--- src/rtl/nnfc_pkg.sv ---
// Shared types and constants for the NN fully-connected engine.
package nnfc_pkg;

  typedef enum logic [1:0] {
    IDLE,
    FETCH,
    DRAIN
  } wfs_state_t;

  localparam int WFS_BUF_DEPTH = 2;
  localparam int WFS_PTR_W     = $clog2(WFS_BUF_DEPTH);
  localparam int WFS_CNT_W     = $clog2(WFS_BUF_DEPTH + 1);

endpackage

--- src/rtl/weight_skid_fifo.sv ---
// Small synchronous FIFO that holds weight words returned by the memory
// until the stream consumer takes them.
module weight_skid_fifo
  import nnfc_pkg::*;
#(
  parameter int DATA_WIDTH = 64
) (
  input  logic                  clk,
  input  logic                  rst,
  input  logic                  push,
  input  logic [DATA_WIDTH-1:0] push_data,
  input  logic                  pop,
  output logic                  full,
  output logic                  empty,
  output logic [WFS_CNT_W-1:0]  count,
  output logic [DATA_WIDTH-1:0] head_data
);

  localparam logic [WFS_PTR_W-1:0] LAST_PTR  = WFS_PTR_W'(WFS_BUF_DEPTH - 1);
  localparam logic [WFS_CNT_W-1:0] DEPTH_CNT = WFS_CNT_W'(WFS_BUF_DEPTH);

  logic [DATA_WIDTH-1:0] mem [WFS_BUF_DEPTH];
  logic [WFS_PTR_W-1:0]  wr_ptr;
  logic [WFS_PTR_W-1:0]  rd_ptr;
  logic                  do_push;
  logic                  do_pop;

  assign full      = (count == DEPTH_CNT);
  assign empty     = (count == '0);
  assign head_data = mem[rd_ptr];
  assign do_pop    = pop && !empty;
  // A push into a full FIFO is only legal when the head leaves the same cycle.
  assign do_push   = push && (!full || do_pop);

  always_ff @(posedge clk) begin
    if (rst) begin
      wr_ptr <= '0;
      rd_ptr <= '0;
      count  <= '0;
      for (int i = 0; i < WFS_BUF_DEPTH; i++) begin
        mem[i] <= '0;
      end
    end else begin
      if (do_push) begin
        mem[wr_ptr] <= push_data;
        wr_ptr      <= (wr_ptr == LAST_PTR) ? '0 : wr_ptr + 1'b1;
      end
      if (do_pop) begin
        rd_ptr <= (rd_ptr == LAST_PTR) ? '0 : rd_ptr + 1'b1;
      end
      if (do_push && !do_pop) begin
        count <= count + 1'b1;
      end else if (!do_push && do_pop) begin
        count <= count - 1'b1;
      end
    end
  end

endmodule

--- src/rtl/weight_fetch_seq.sv ---
// Read sequencer for the weight memory: issues contiguous reads with credit
// flow control and presents the returned words as a valid/ready stream.
module weight_fetch_seq
  import nnfc_pkg::*;
#(
  parameter int ADDR_WIDTH = 10,
  parameter int DATA_WIDTH = 64
) (
  input  logic                  clk,
  input  logic                  rst,
  input  logic                  start,
  input  logic [ADDR_WIDTH-1:0] base_addr,
  input  logic [ADDR_WIDTH:0]   num_words,
  output logic                  busy,
  output logic                  done,
  output logic [ADDR_WIDTH-1:0] mem_addr,
  output logic                  mem_r_en,
  input  logic [DATA_WIDTH-1:0] mem_data,
  output logic [DATA_WIDTH-1:0] w_data,
  output logic                  w_valid,
  output logic                  w_last,
  input  logic                  w_ready
);

  localparam logic [ADDR_WIDTH:0]  CNT_ONE   = (ADDR_WIDTH + 1)'(1);
  localparam logic [WFS_CNT_W-1:0] DEPTH_CNT = WFS_CNT_W'(WFS_BUF_DEPTH);

  wfs_state_t state;
  wfs_state_t state_nxt;

  logic [ADDR_WIDTH-1:0] base_q;
  logic [ADDR_WIDTH-1:0] last_addr_q;
  logic [ADDR_WIDTH-1:0] issue_addr;
  logic [ADDR_WIDTH:0]   num_q;
  logic [ADDR_WIDTH:0]   issue_cnt;
  logic [ADDR_WIDTH:0]   pop_cnt;
  logic                  inflight_q;
  logic                  done_q;
  logic                  accept;
  logic                  zero_start;
  logic                  seq_end;
  logic                  pop;
  logic                  fifo_full;
  logic                  fifo_empty;
  logic [WFS_CNT_W-1:0]  fifo_count;
  logic [WFS_CNT_W-1:0]  occ;

  assign busy       = (state != IDLE);
  assign done       = done_q;
  assign w_valid    = !fifo_empty;
  assign w_last     = w_valid && (pop_cnt == num_q - CNT_ONE);
  assign pop        = w_valid && w_ready;
  assign issue_addr = base_q + issue_cnt[ADDR_WIDTH-1:0];
  assign mem_addr   = mem_r_en ? issue_addr : last_addr_q;
  // Credits: every read in flight already owns a buffer slot.
  assign occ        = fifo_count + WFS_CNT_W'(inflight_q);

  always_ff @(posedge clk) begin
    if (rst) begin
      state <= IDLE;
    end else begin
      state <= state_nxt;
    end
  end

  always_comb begin
    state_nxt  = state;
    mem_r_en   = 1'b0;
    accept     = 1'b0;
    zero_start = 1'b0;
    seq_end    = 1'b0;
    case (state)
      IDLE: begin
        if (start) begin
          if (num_words != '0) begin
            accept    = 1'b1;
            state_nxt = FETCH;
          end else begin
            zero_start = 1'b1;
          end
        end
      end
      FETCH: begin
        if ((occ < DEPTH_CNT) || ((occ == DEPTH_CNT) && pop)) begin
          mem_r_en = 1'b1;
          if (issue_cnt == num_q - CNT_ONE) begin
            state_nxt = DRAIN;
          end
        end
      end
      DRAIN: begin
        if (pop && w_last) begin
          seq_end   = 1'b1;
          state_nxt = IDLE;
        end
      end
      default: state_nxt = IDLE;
    endcase
  end

  always_ff @(posedge clk) begin
    if (rst) begin
      base_q      <= '0;
      num_q       <= '0;
      issue_cnt   <= '0;
      pop_cnt     <= '0;
      last_addr_q <= '0;
      inflight_q  <= 1'b0;
      done_q      <= 1'b0;
    end else begin
      done_q     <= zero_start || seq_end;
      inflight_q <= mem_r_en;
      if (accept) begin
        base_q    <= base_addr;
        num_q     <= num_words;
        issue_cnt <= '0;
        pop_cnt   <= '0;
      end else begin
        if (mem_r_en) begin
          issue_cnt   <= issue_cnt + CNT_ONE;
          last_addr_q <= issue_addr;
        end
        if (pop) begin
          pop_cnt <= pop_cnt + CNT_ONE;
        end
      end
    end
  end

  // Reset drops inflight_q, so a beat returning after reset is never pushed.
  weight_skid_fifo #(
    .DATA_WIDTH(DATA_WIDTH)
  ) u_buf (
    .clk      (clk),
    .rst      (rst),
    .push     (inflight_q),
    .push_data(mem_data),
    .pop      (pop),
    .full     (fifo_full),
    .empty    (fifo_empty),
    .count    (fifo_count),
    .head_data(w_data)
  );

  always_ff @(posedge clk) begin
    if (!rst) begin
      assert (!(inflight_q && fifo_full && !pop));
    end
  end

endmodule
--- config.mk ---
export PLATFORM = sky130hd
export DESIGN_NAME = weight_fetch_seq
export DESIGN_NICKNAME = d
export VERILOG_FILES = /design/src/rtl/nnfc_pkg.sv /design/src/rtl/weight_skid_fifo.sv /design/src/rtl/weight_fetch_seq.sv
export SDC_FILE = /design/constraint.sdc
export NUM_CORES = 1
export LEC_CHECK = 0
export CORE_MARGIN = 10
export CORE_UTILIZATION = 45
export CTS_CLUSTER_SIZE = 12
export DETAILED_ROUTE_END_ITERATION = 12
export PLACE_DENSITY = 0.85
export SYNTH_ARGS = -nofsm -noshare
export SYNTH_HDL_FRONTEND = slang
export SYNTH_SLANG_ARGS = --single-unit
--- constraint.sdc ---
create_clock -name clk -period 4.6 [get_ports clk]
set_clock_uncertainty 0.05 [all_clocks]
set_input_delay 0.92 -clock clk [delete_from_list [all_inputs] [get_ports clk]]
set_output_delay 0.92 -clock clk [all_outputs]
set_load 0.01 [all_outputs]
# ---- After elaboration in Yosys (flattened, before gate mapping)
# Memories as Yosys holds them, arrays and structs flattened. A register that Yosys moved wholly into a read port is not among the register bits.
# Index checks and enable logic that the tools add are counted.
dict set report op_classes {
  n_mux 31
  reduce_logical 23
  n_lt_le_gt_ge 1
  add_sub_neg 9
  n_eq_ne 11
}
# cell n
set op_table {}
lappend op_table {{$mux 64} 1}
lappend op_table {{$reduce_or 64->1} 1}
lappend op_table {{$add 11x1->11 const B} 2}
lappend op_table {{$eq 11x11->1} 2}
lappend op_table {{$mux 1} 21}
lappend op_table {{$mux 2} 7}
lappend op_table {{$reduce_bool 11->1} 1}
lappend op_table {{$sub 11x1->11 const B} 1}
lappend op_table {{$add 10x10->10} 1}
lappend op_table {{$mux 10} 1}
lappend op_table {{$ne 2x2->1 const B} 5}
lappend op_table {{$logic_and 1x1->1} 8}
lappend op_table {{$eq 2x2->1 const B} 3}
lappend op_table {{$pmux 2 s3} 1}
lappend op_table {{$reduce_and 5->1} 1}
lappend op_table {{$logic_not 1->1} 4}
lappend op_table {{$logic_not 2->1} 2}
lappend op_table {{$reduce_bool 2->1} 2}
lappend op_table {{$logic_or 1x1->1} 3}
lappend op_table {{$add 1x1->1 const B} 2}
lappend op_table {{$add 2x1->2} 1}
lappend op_table {{$add 2x1->2 const B} 1}
lappend op_table {{$eq 2x1->1 const B} 1}
lappend op_table {{$lt 2x2->1 const B} 1}
lappend op_table {{other kinds (2)} 2}
dict set report totals {
  register_bits 61
  wordCells 87
  mem_count 1
  in_bits 89
  ramBits 128
}
# name words word_bits read_ports rd_ports_with_merged_regs wr line
set memory_table {}
lappend memory_table {u_buf.mem 2 64 1 1 2 weight_skid_fifo.sv:22} ;# logic [DATA_WIDTH-1:0] mem [WFS_BUF_DEPTH];

# ---- Depth between registers and ports, before layout
# Gate-level depths: netlist of the first run.
dict set report depth {
  word_depth 11
  mapped_depth 10
  mapped_depth_nobuf 10
}

# ---- Modules after synthesis
# Synthesis of the first run repeated with hierarchy kept, for this count alone.
dict set report hier_totals {
  cells_unflattened 774
  area_unflattened_um2 9105.0
}
# module cells_each area_each_um2 n_inst seq_area_each_um2
set modules_own_cells {}
lappend modules_own_cells {weight_skid_fifo 369 5768.0 1 3943.8}
lappend modules_own_cells {weight_fetch_seq 405 3337.0 1 1141.1}

# ---- Worst setup path before layout of the first run
# OpenSTA, ideal clock, no wires.
dict set report synth_timing {
  path_kind {input port to flip-flop}
  startpoint {input w_ready}
  endpoint {memory u_buf.mem[0][0], enable pin}
  t_arrival_ns 4.045
  stages 2
  n_path_buf 0
  setup_slack_ns 0.006
  path_cell_list {o31ai_1 o21bai_1}
}
# item line
set synth_rtl {}
lappend synth_rtl {{start, declared} weight_fetch_seq.sv:22} ;# input logic w_ready
lappend synth_rtl {{end, declared} weight_skid_fifo.sv:22}

# ---- Worst setup path after layout of the first run
dict set report layout_timing {
  startpoint {register num_q[0]}
  endpoint {output w_last}
}
dict set report layout_via {
  elab_chain_len 3
}
# item line
set layout_rtl {}
lappend layout_rtl {{start, declared} weight_fetch_seq.sv:34} ;# logic [ADDR_WIDTH:0] num_q;
lappend layout_rtl {{start signal, assigned} weight_fetch_seq.sv:115} ;# num_q <= num_words;
lappend layout_rtl {{$sub 11x1->11} weight_fetch_seq.sv:51} ;# assign w_last = w_valid && (pop_cnt == num_q - CNT_ONE);
lappend layout_rtl {{$eq 11x11->1} weight_fetch_seq.sv:51}
lappend layout_rtl {{$logic_and 1x1->1} weight_fetch_seq.sv:51}
lappend layout_rtl {{end, declared} weight_fetch_seq.sv:21} ;# output logic w_last,
# Every way passes these cells.

==> flow_metrics.py, run 1 <==
metrics = {
    "grt": {
        "grt_pass1_wl_um": 34540,
        "grt_overflow": 0,
        "grt_util_all_layers_pct": 16.72,
        "first_global_vias": 6365,
        "grt_max_degree": 65,
        "antenna_found_initial": 0,
    },
    "clock_tree": {
        "cts_buffers": 17,
        "cts_setup_buffers": 0,
        "clockBufferDepth": 2,
        "ctsHoldBuffers": 0,
        "clk_pin_slew_ps": 80,
        "insertion_delay_ps": 430,
        "clock_sinks": 190,
        "ctsResizeCount": 0,
        "cts_tree": "done",
        "ctsRootBufferMaster": "clkbuf_16",
        "cts_max_level": 4,
    },
    "placement": {
        "io_buffers": 167,
        "hpwl_um": 15240,
        "gp_congestion": 0.8369,
    },
    "hold_path": {
        "min_from": "last_addr_q[3]",
        "hold_path.class": "register to register",
    },
    "setup_path": {
        "path_class": "register to output pin",
        "cp_slowest_stage_delay_ps": 590,
        "crit_path_end_kind": "output pin",
        "start_kind": "register",
        "arrival_ps": 3350,
        "critPathRequiredTime_ps": 3630,
        "path_cells": "inv_1 > ha_1 > or4b_4 > or4_4 > xnor2_1 > nand4_1 > nor3_1 > clkdlybuf4s50_1",
        "crit_buf_inv": 2,
        "crit_path_max_fanout": 8,
        "r2r_start": "num_q[0]",
        "cp_slowest_cell": "clkdlybuf4s50_1",
        "critPathTopFamily": "simple AND/OR/NAND/NOR gates",
        "startpoint": "num_q[0]",
    },
    "yosys": {
        "ys_warn_count": 0,
        "synth_cell_types": 52,
        "post-synth-top-area-fraction_pct": 43.14,
        "ys_seq_elements": 190,
        "yosysTopAreaCell": "edfxtp_1",
        "syn_inst": 767,
        "synthFlopType": "edfxtp_1",
        "synth_edf_count": 128,
        "synthTopCellsByArea": "edfxtp_1 (43%), dfxtp_1 (14%), and2_1 (9.1%)",
        "syn-num-nets": 871,
        "syn_area_mm2": 0.008910,
        "avgSynthCellArea_um2": 11.62,
        "async_flop_share_pct": 0,
        "ys_seq_area_share_pct": 57.07,
    },
    "floorplanning": {
        "io_pins": 168,
        "core_area_mm2": 0.01946,
        "fp.dieArea_mm2": 0.02583,
        "initial_core_util_pct": 45.78,
        "fp-row-count": 51,
        "fp.dieH_um": 160.7,
        "fp.dieW_um": 160.7,
    },
    "power_and_ir_drop": {
        "p_int_mw": 3.392,
        "p_leak_nw": 4.337,
        "p_per_area_mw_per_mm2": 409.8,
        "peakVddDrop_uv": 255.8,
        "p_switching_mw": 1.330,
        "clkPwrFrac_pct": 32.1,
        "comb_power_share_pct": 24.9,
        "swShare_pct": 28.16,
        "seq_power_share_pct": 43.0,
    },
    "route": {
        "via_per_inst": 5.134,
        "drt_first_iter_violations": 433,
        "drt-total-wl_um": 21660,
        "drcViolationCount": 0,
        "avgRoutedWirePerCell_um": 18.00,
        "vias": 6176,
        "ant_nets": 0,
        "first_pass_iters": 5,
    },
    "final_layout": {
        "layout-drive-gt1-share_pct": 13.22,
        "utilization_pct": 59.21,
        "area_growth_pct": 29.34,
        "antennaDiodeCount": 0,
        "fin_nets": 1029,
    },
    "timing": {
        "setup_tns_ps": 0,
        "layout_min_cycle_time_ps": 4321,
        "finalHoldViolations": 0,
        "setup_viol": 0,
        "max_freq_ghz": 0.2314,
        "slew_headroom_pct": 49.76,
        "report.final.slew_viol_count": 0,
        "worst_slew_pin_slew_ps": 751.8,
        "fin_crit_sh_pct": 93.94,
        "rsz0062_at_grt": "false",
    },
    "flow_run": {
        "maxCapViolCount": 0,
    },
    "outcome": {
        "status": "finished, final reports clean",
    },
}
-- cell usage in the layout, fill, tap and decap left out, types with 6 or more instances in the layout --
| cell type | netlist | layout |
|---|---|---|
| nor2_1 | 33 | 33 |
| nor3_1 | 8 | 7 |
| xnor2_1 | 20 | 20 |
| o21ai_0 | 16 | 16 |
| mux2_2 | 65 | 65 |
| clkdlybuf4s50_1 | 0 | 166 |
| nand2_1 | 76 | 76 |
| clkinv_8 | 0 | 6 |
| dfxtp_1 | 62 | 61 |
| and2_1 | 130 | 130 |
| edfxtp_1 | 128 | 128 |
| nand4_1 | 8 | 8 |
| nand3_1 | 11 | 11 |
| and3_1 | 9 | 9 |
| xor2_1 | 31 | 31 |
| or3_1 | 8 | 8 |
| a21oi_1 | 37 | 37 |
| inv_1 | 16 | 16 |
| ha_1 | 14 | 14 |
| nor2b_1 | 8 | 8 |
| buf_4 | 0 | 10 |
| clkbuf_16 | 0 | 17 |
-- area by class of cell --
class	instances	area, µm²
clock buffer	17	425.4
clock inverter	15	211.5
fill	1562	7939
inverter	16	60.06
multi-input combinational	521	3627
sequential	190	5086
tap	265	331.6
timing repair buffer	179	1782
-- final timing paths --
path,depth (start not counted),slack [ps],endpoint
setup / recovery,8,280,w_last
hold / removal,2,410,last_addr_q[3]
setup reg to reg,9,1780,state[1]
hold reg to reg,2,410,last_addr_q[3]
-- through the flow --
stage	worst slack [ps]	instance area, µm²	hold slack (ps)	total power [mW]	cells
3_3_place_gp	344.7	10890	398.8	3.231	1171
6_report	278.6	11520	411.6	4.722	1203
4_1_cts	274.4	11520	414.4	4.775	1203
3_5_place_dp	341.1	10890	403.3	3.251	1171
5_1_grt	94.36	11520	433.3	4.938	1203
2_1_floorplan	5.739	8910	389.9	2.664	767
-- kinds of logic (layout without fill, tap and decap cells) --
family          count (synthesis)  in the layout  share of synthesized area [%]
compound gates                 70             70                          4.564
xor+xnor                       55             55                          6.024
fa+ha+maj                      15             15                          2.191
buf+inv                        56            227                          2.457
flops                         190            190                          57.07
mux                            65             65                          8.215
simple gates                  316            316                          19.48
-- power groups by stage --
stage	clock, mW	combinational [mW]	sequential, mW
after CTS	1.55	1.19	2.03
after floorplan	0	0.643	2.02
final	1.52	1.17	2.03
after detailed placement	0	1.18	2.07
after global placement	0	1.17	2.06
after global routing	1.63	1.26	2.05
-- Yosys cell counts (2+ instances only) --
cell and n:
nor3_1 8, mux2_2 65, a21o_1 2, o21ai_0 16, inv_1 16, nand4_1 8, or3_1 8, nor3b_1 4
o221ai_1 2, nor4b_1 2, nand3b_1 3, or2_2 3, xor2_1 31, o21bai_1 2, nor2b_1 8, dfxtp_1 62
a21oi_1 37, nand2_1 76, nor2_1 33, nor4_1 2, nor4_2 3, edfxtp_1 128, nand3_1 11, and3_1 9
ha_1 14, xnor3_1 4, and2_1 130, clkbuf_1 37, xnor2_1 20
-- metal layers --
layer	vias to the layer above	part of all wire, %	track usage, %
met5	-	0	0
met4	0	0.74	3.805
met3	13	6.7	3.809
met2	217	51	28.73
met1	2954	42	20.99
li1	2992	-	-
-- tightest hold or removal path, delay by kind of cell (launching register included) --
family | cells | cell delay [ps]
flip-flops | 1 | 300
AND/OR/NAND/NOR | 1 | 60
AO/OA/AOI/OAI | 1 | 50
-- flip-flops by register name, indices dropped and copies added, names as in the netlist, named ones only --
register,flops
inflight_q,1
base_q,10
u_buf.rd_ptr,1
num_q,11
pop_cnt,11
u_buf.wr_ptr,1
u_buf.mem,128
state,2
last_addr_q,10
u_buf.count,2
issue_cnt,11
done,1
(Power assumes the default switching activity.)
==> run 2, diff against run 1 <==
- CTS_BUF_LIST: unset -> sky130_fd_sc_hd__clkbuf_16
- PLACE_DENSITY: 0.85 -> unset
- PLACE_DENSITY_LB_ADDON: unset -> 0.12
- clock period: 4.6 -> 5.54 ns (I/O delays scaled with it)
==> run 2 against run 1 <==
Net effect:
- count of clock-buffer cells in the layout unchanged
- combinational power down 18%
- die area unchanged
- routed wire length down 1.4%
- sequential share of layout area up 0.52 points
- critical path type is now primary input to output pin
- largest cell class unchanged
- largest power group unchanged
==> flow_metrics.py, run 2 (synthesized netlist as in run 1, its figures left out) <==
metrics = {
    "outcome": {
        "status": "finished, final reports clean",
    },
    "setup_path": {
        "critPathTopFamily": "buffers and inverters",
        "path_class": "primary input to output pin",
        "critPathRequiredTime_ps": 4380,
        "crit_buf_inv": 4,
        "arrival_ps": 3660,
        "reg2reg_slack_ps": 2700,
        "r2r_start": "u_buf.count[0]",
        "path_cells": "clkdlybuf4s50_1 > nor2b_1 > o221ai_1 > or2_2 > inv_1 > buf_4 > nand2_1 > o2bb2ai_1 > clkdlybuf4s50_1",
        "start_kind": "primary input",
        "r2r-end": "issue_cnt[5]",
        "cp_slowest_stage_delay_ps": 570,
        "crit_path_end_kind": "output pin",
        "crit_path_max_fanout": 16,
        "crit_top_cell": "clkdlybuf4s50_1",
        "cp_slowest_cell": "clkdlybuf4s50_1",
        "rr_worst_depth": 9,
    },
    "hold_path": {
        "min_from": "base_q[6]",
        "hold_path.class": "register to register",
        "whs_endpoint": "base_q[6]",
        "min_path_cells": 2,
    },
    "floorplanning": {
        "fp.dieH_um": 160.7,
        "fp.dieW_um": 160.7,
        "fp-row-count": 51,
        "initial_core_util_pct": 45.78,
        "core_area_mm2": 0.01946,
        "fp.dieArea_mm2": 0.02583,
        "io_pins": 168,
    },
    "clock_tree": {
        "insertion_delay_ps": 430,
        "cts_max_level": 4,
        "clockBufferDepth": 2,
        "ctsHoldBuffers": 0,
        "clk_pin_slew_ps": 70,
        "ctsRootBufferMaster": "clkbuf_16",
        "clock_sinks": 190,
        "cts_setup_buffers": 0,
        "cts_buffers": 17,
        "ctsResizeCount": 0,
        "cts_tree": "done",
    },
    "final_layout": {
        "largest-register": "u_buf.mem",
        "utilization_pct": 58.52,
        "mostFrequentLayoutCells": "clkdlybuf4s50_1 (167), and2_1 (130), edfxtp_1 (128), nand2_1 (76), mux2_2 (65)",
        "layout_commonest_cell": "clkdlybuf4s50_1",
        "fillers": 1610,
        "fin_nets": 1025,
        "finalInstanceArea_mm2": 0.01139,
        "area_growth_pct": 27.83,
        "largest_register_ffs": 128,
        "layout-drive-gt1-share_pct": 12.63,
    },
    "placement": {
        "gp_congestion": 0.8917,
        "io_buffers": 167,
        "hpwl_um": 14680,
        "placed_area_mm2": 0.01084,
    },
    "grt": {
        "grt_max_degree": 66,
        "grt_pass1_wl_um": 34110,
        "antenna_found_initial": 1,
        "grt_util_all_layers_pct": 16.44,
        "first_global_vias": 6396,
        "grt_overflow": 0,
    },
    "route": {
        "via_per_inst": 5.091,
        "drcViolationCount": 0,
        "ant_nets": 0,
        "avgRoutedWirePerCell_um": 17.80,
        "first_pass_iters": 5,
        "vias": 6109,
        "drt-total-wl_um": 21360,
        "drt_first_iter_violations": 357,
    },
    "power_and_ir_drop": {
        "p_leak_nw": 4.263,
        "peakVddDrop_uv": 248.7,
        "p_per_area_mw_per_mm2": 333.8,
    },
    "timing": {
        "slew_headroom_pct": 14.13,
        "fin_crit_sh_pct": 86.96,
        "hold-worst-slack_ps": 416.2,
        "max_freq_ghz": 0.2076,
        "finalHoldViolations": 0,
        "setup_viol": 0,
        "report.final.slew_viol_count": 0,
        "rsz0062_at_grt": "false",
        "setup_tns_ps": 0,
        "layout_min_cycle_time_ps": 4818,
        "worst_slew_pin_slew_ps": 1288,
    },
    "flow_run": {
        "maxCapViolCount": 0,
    },
}
## run 2: changes by cell type in the layout (fill, tap and decap cells not counted), sizes merged
cell           delta
inv               +3
diode             +1
clkinvlp          +4
bufinv            -1
buf               -5
clkdlybuf4s50     +1
clkinv            -6
## run 2: how the worst max path moves through the flow
| stage | cells after the start | startpoint | endpoint | slack (ps) |
|---|---|---|---|---|
| after floorplan | 2 | w_ready | u_buf.mem[0][0] | 760 |
| after global placement | 9 | w_ready | mem_addr[4] | 800 |
| after detailed placement | 9 | w_ready | mem_addr[4] | 730 |
| after CTS | 9 | w_ready | mem_addr[4] | 710 |
| after global routing | 9 | w_ready | mem_addr[4] | 540 |
| final | 9 | w_ready | mem_addr[4] | 720 |
## run 2: where the power goes
part	internal (mW)	switching (mW)	leakage, nW
Sequential	1.62	0.0693	1.84
Combinational	0.530	0.431	2.17
Clock	0.589	0.567	0.262
Total	2.73	1.07	4.26
## run 2: cell type report
type,count,area [µm²],share of cell area (%)
repair buffers,175,1732,15.20
clock buffers,17,425.4,3.735
flip-flops and latches,190,5086,44.66
well taps,265,331.6,2.911
diodes,1,2.502,0.02197
clock inverters,15,125.1,1.099
inverters,16,60.06,0.5273
multi-input cells,521,3627,31.85
## run 2: worst register-to-register path, cell delays in order (launching register included)
cell and delay, ps:
dfxtp_1 430, ha_1 270, nor2b_1 130, o221ai_1 150, or2_2 440, inv_1 290
buf_4 220, nand4_1 260, or3_1 390, a21oi_1 140
## run 2: through the flow
step,cells,power [mW],setup slack (ps)
after floorplan,767,2.212,757.7
after global placement,1167,2.671,801.3
after detailed placement,1167,2.686,733.2
after CTS,1199,3.836,711.0
after global routing,1199,3.958,537.3
final,1200,3.802,722.3
## run 2: layer usage
metal / track usage (%) / routed length [µm]
met1: 19.66 / 9480
met2: 28.26 / 10420
met3: 4.090 / 1034
met4: 5.666 / 418
met5: 0 / 0
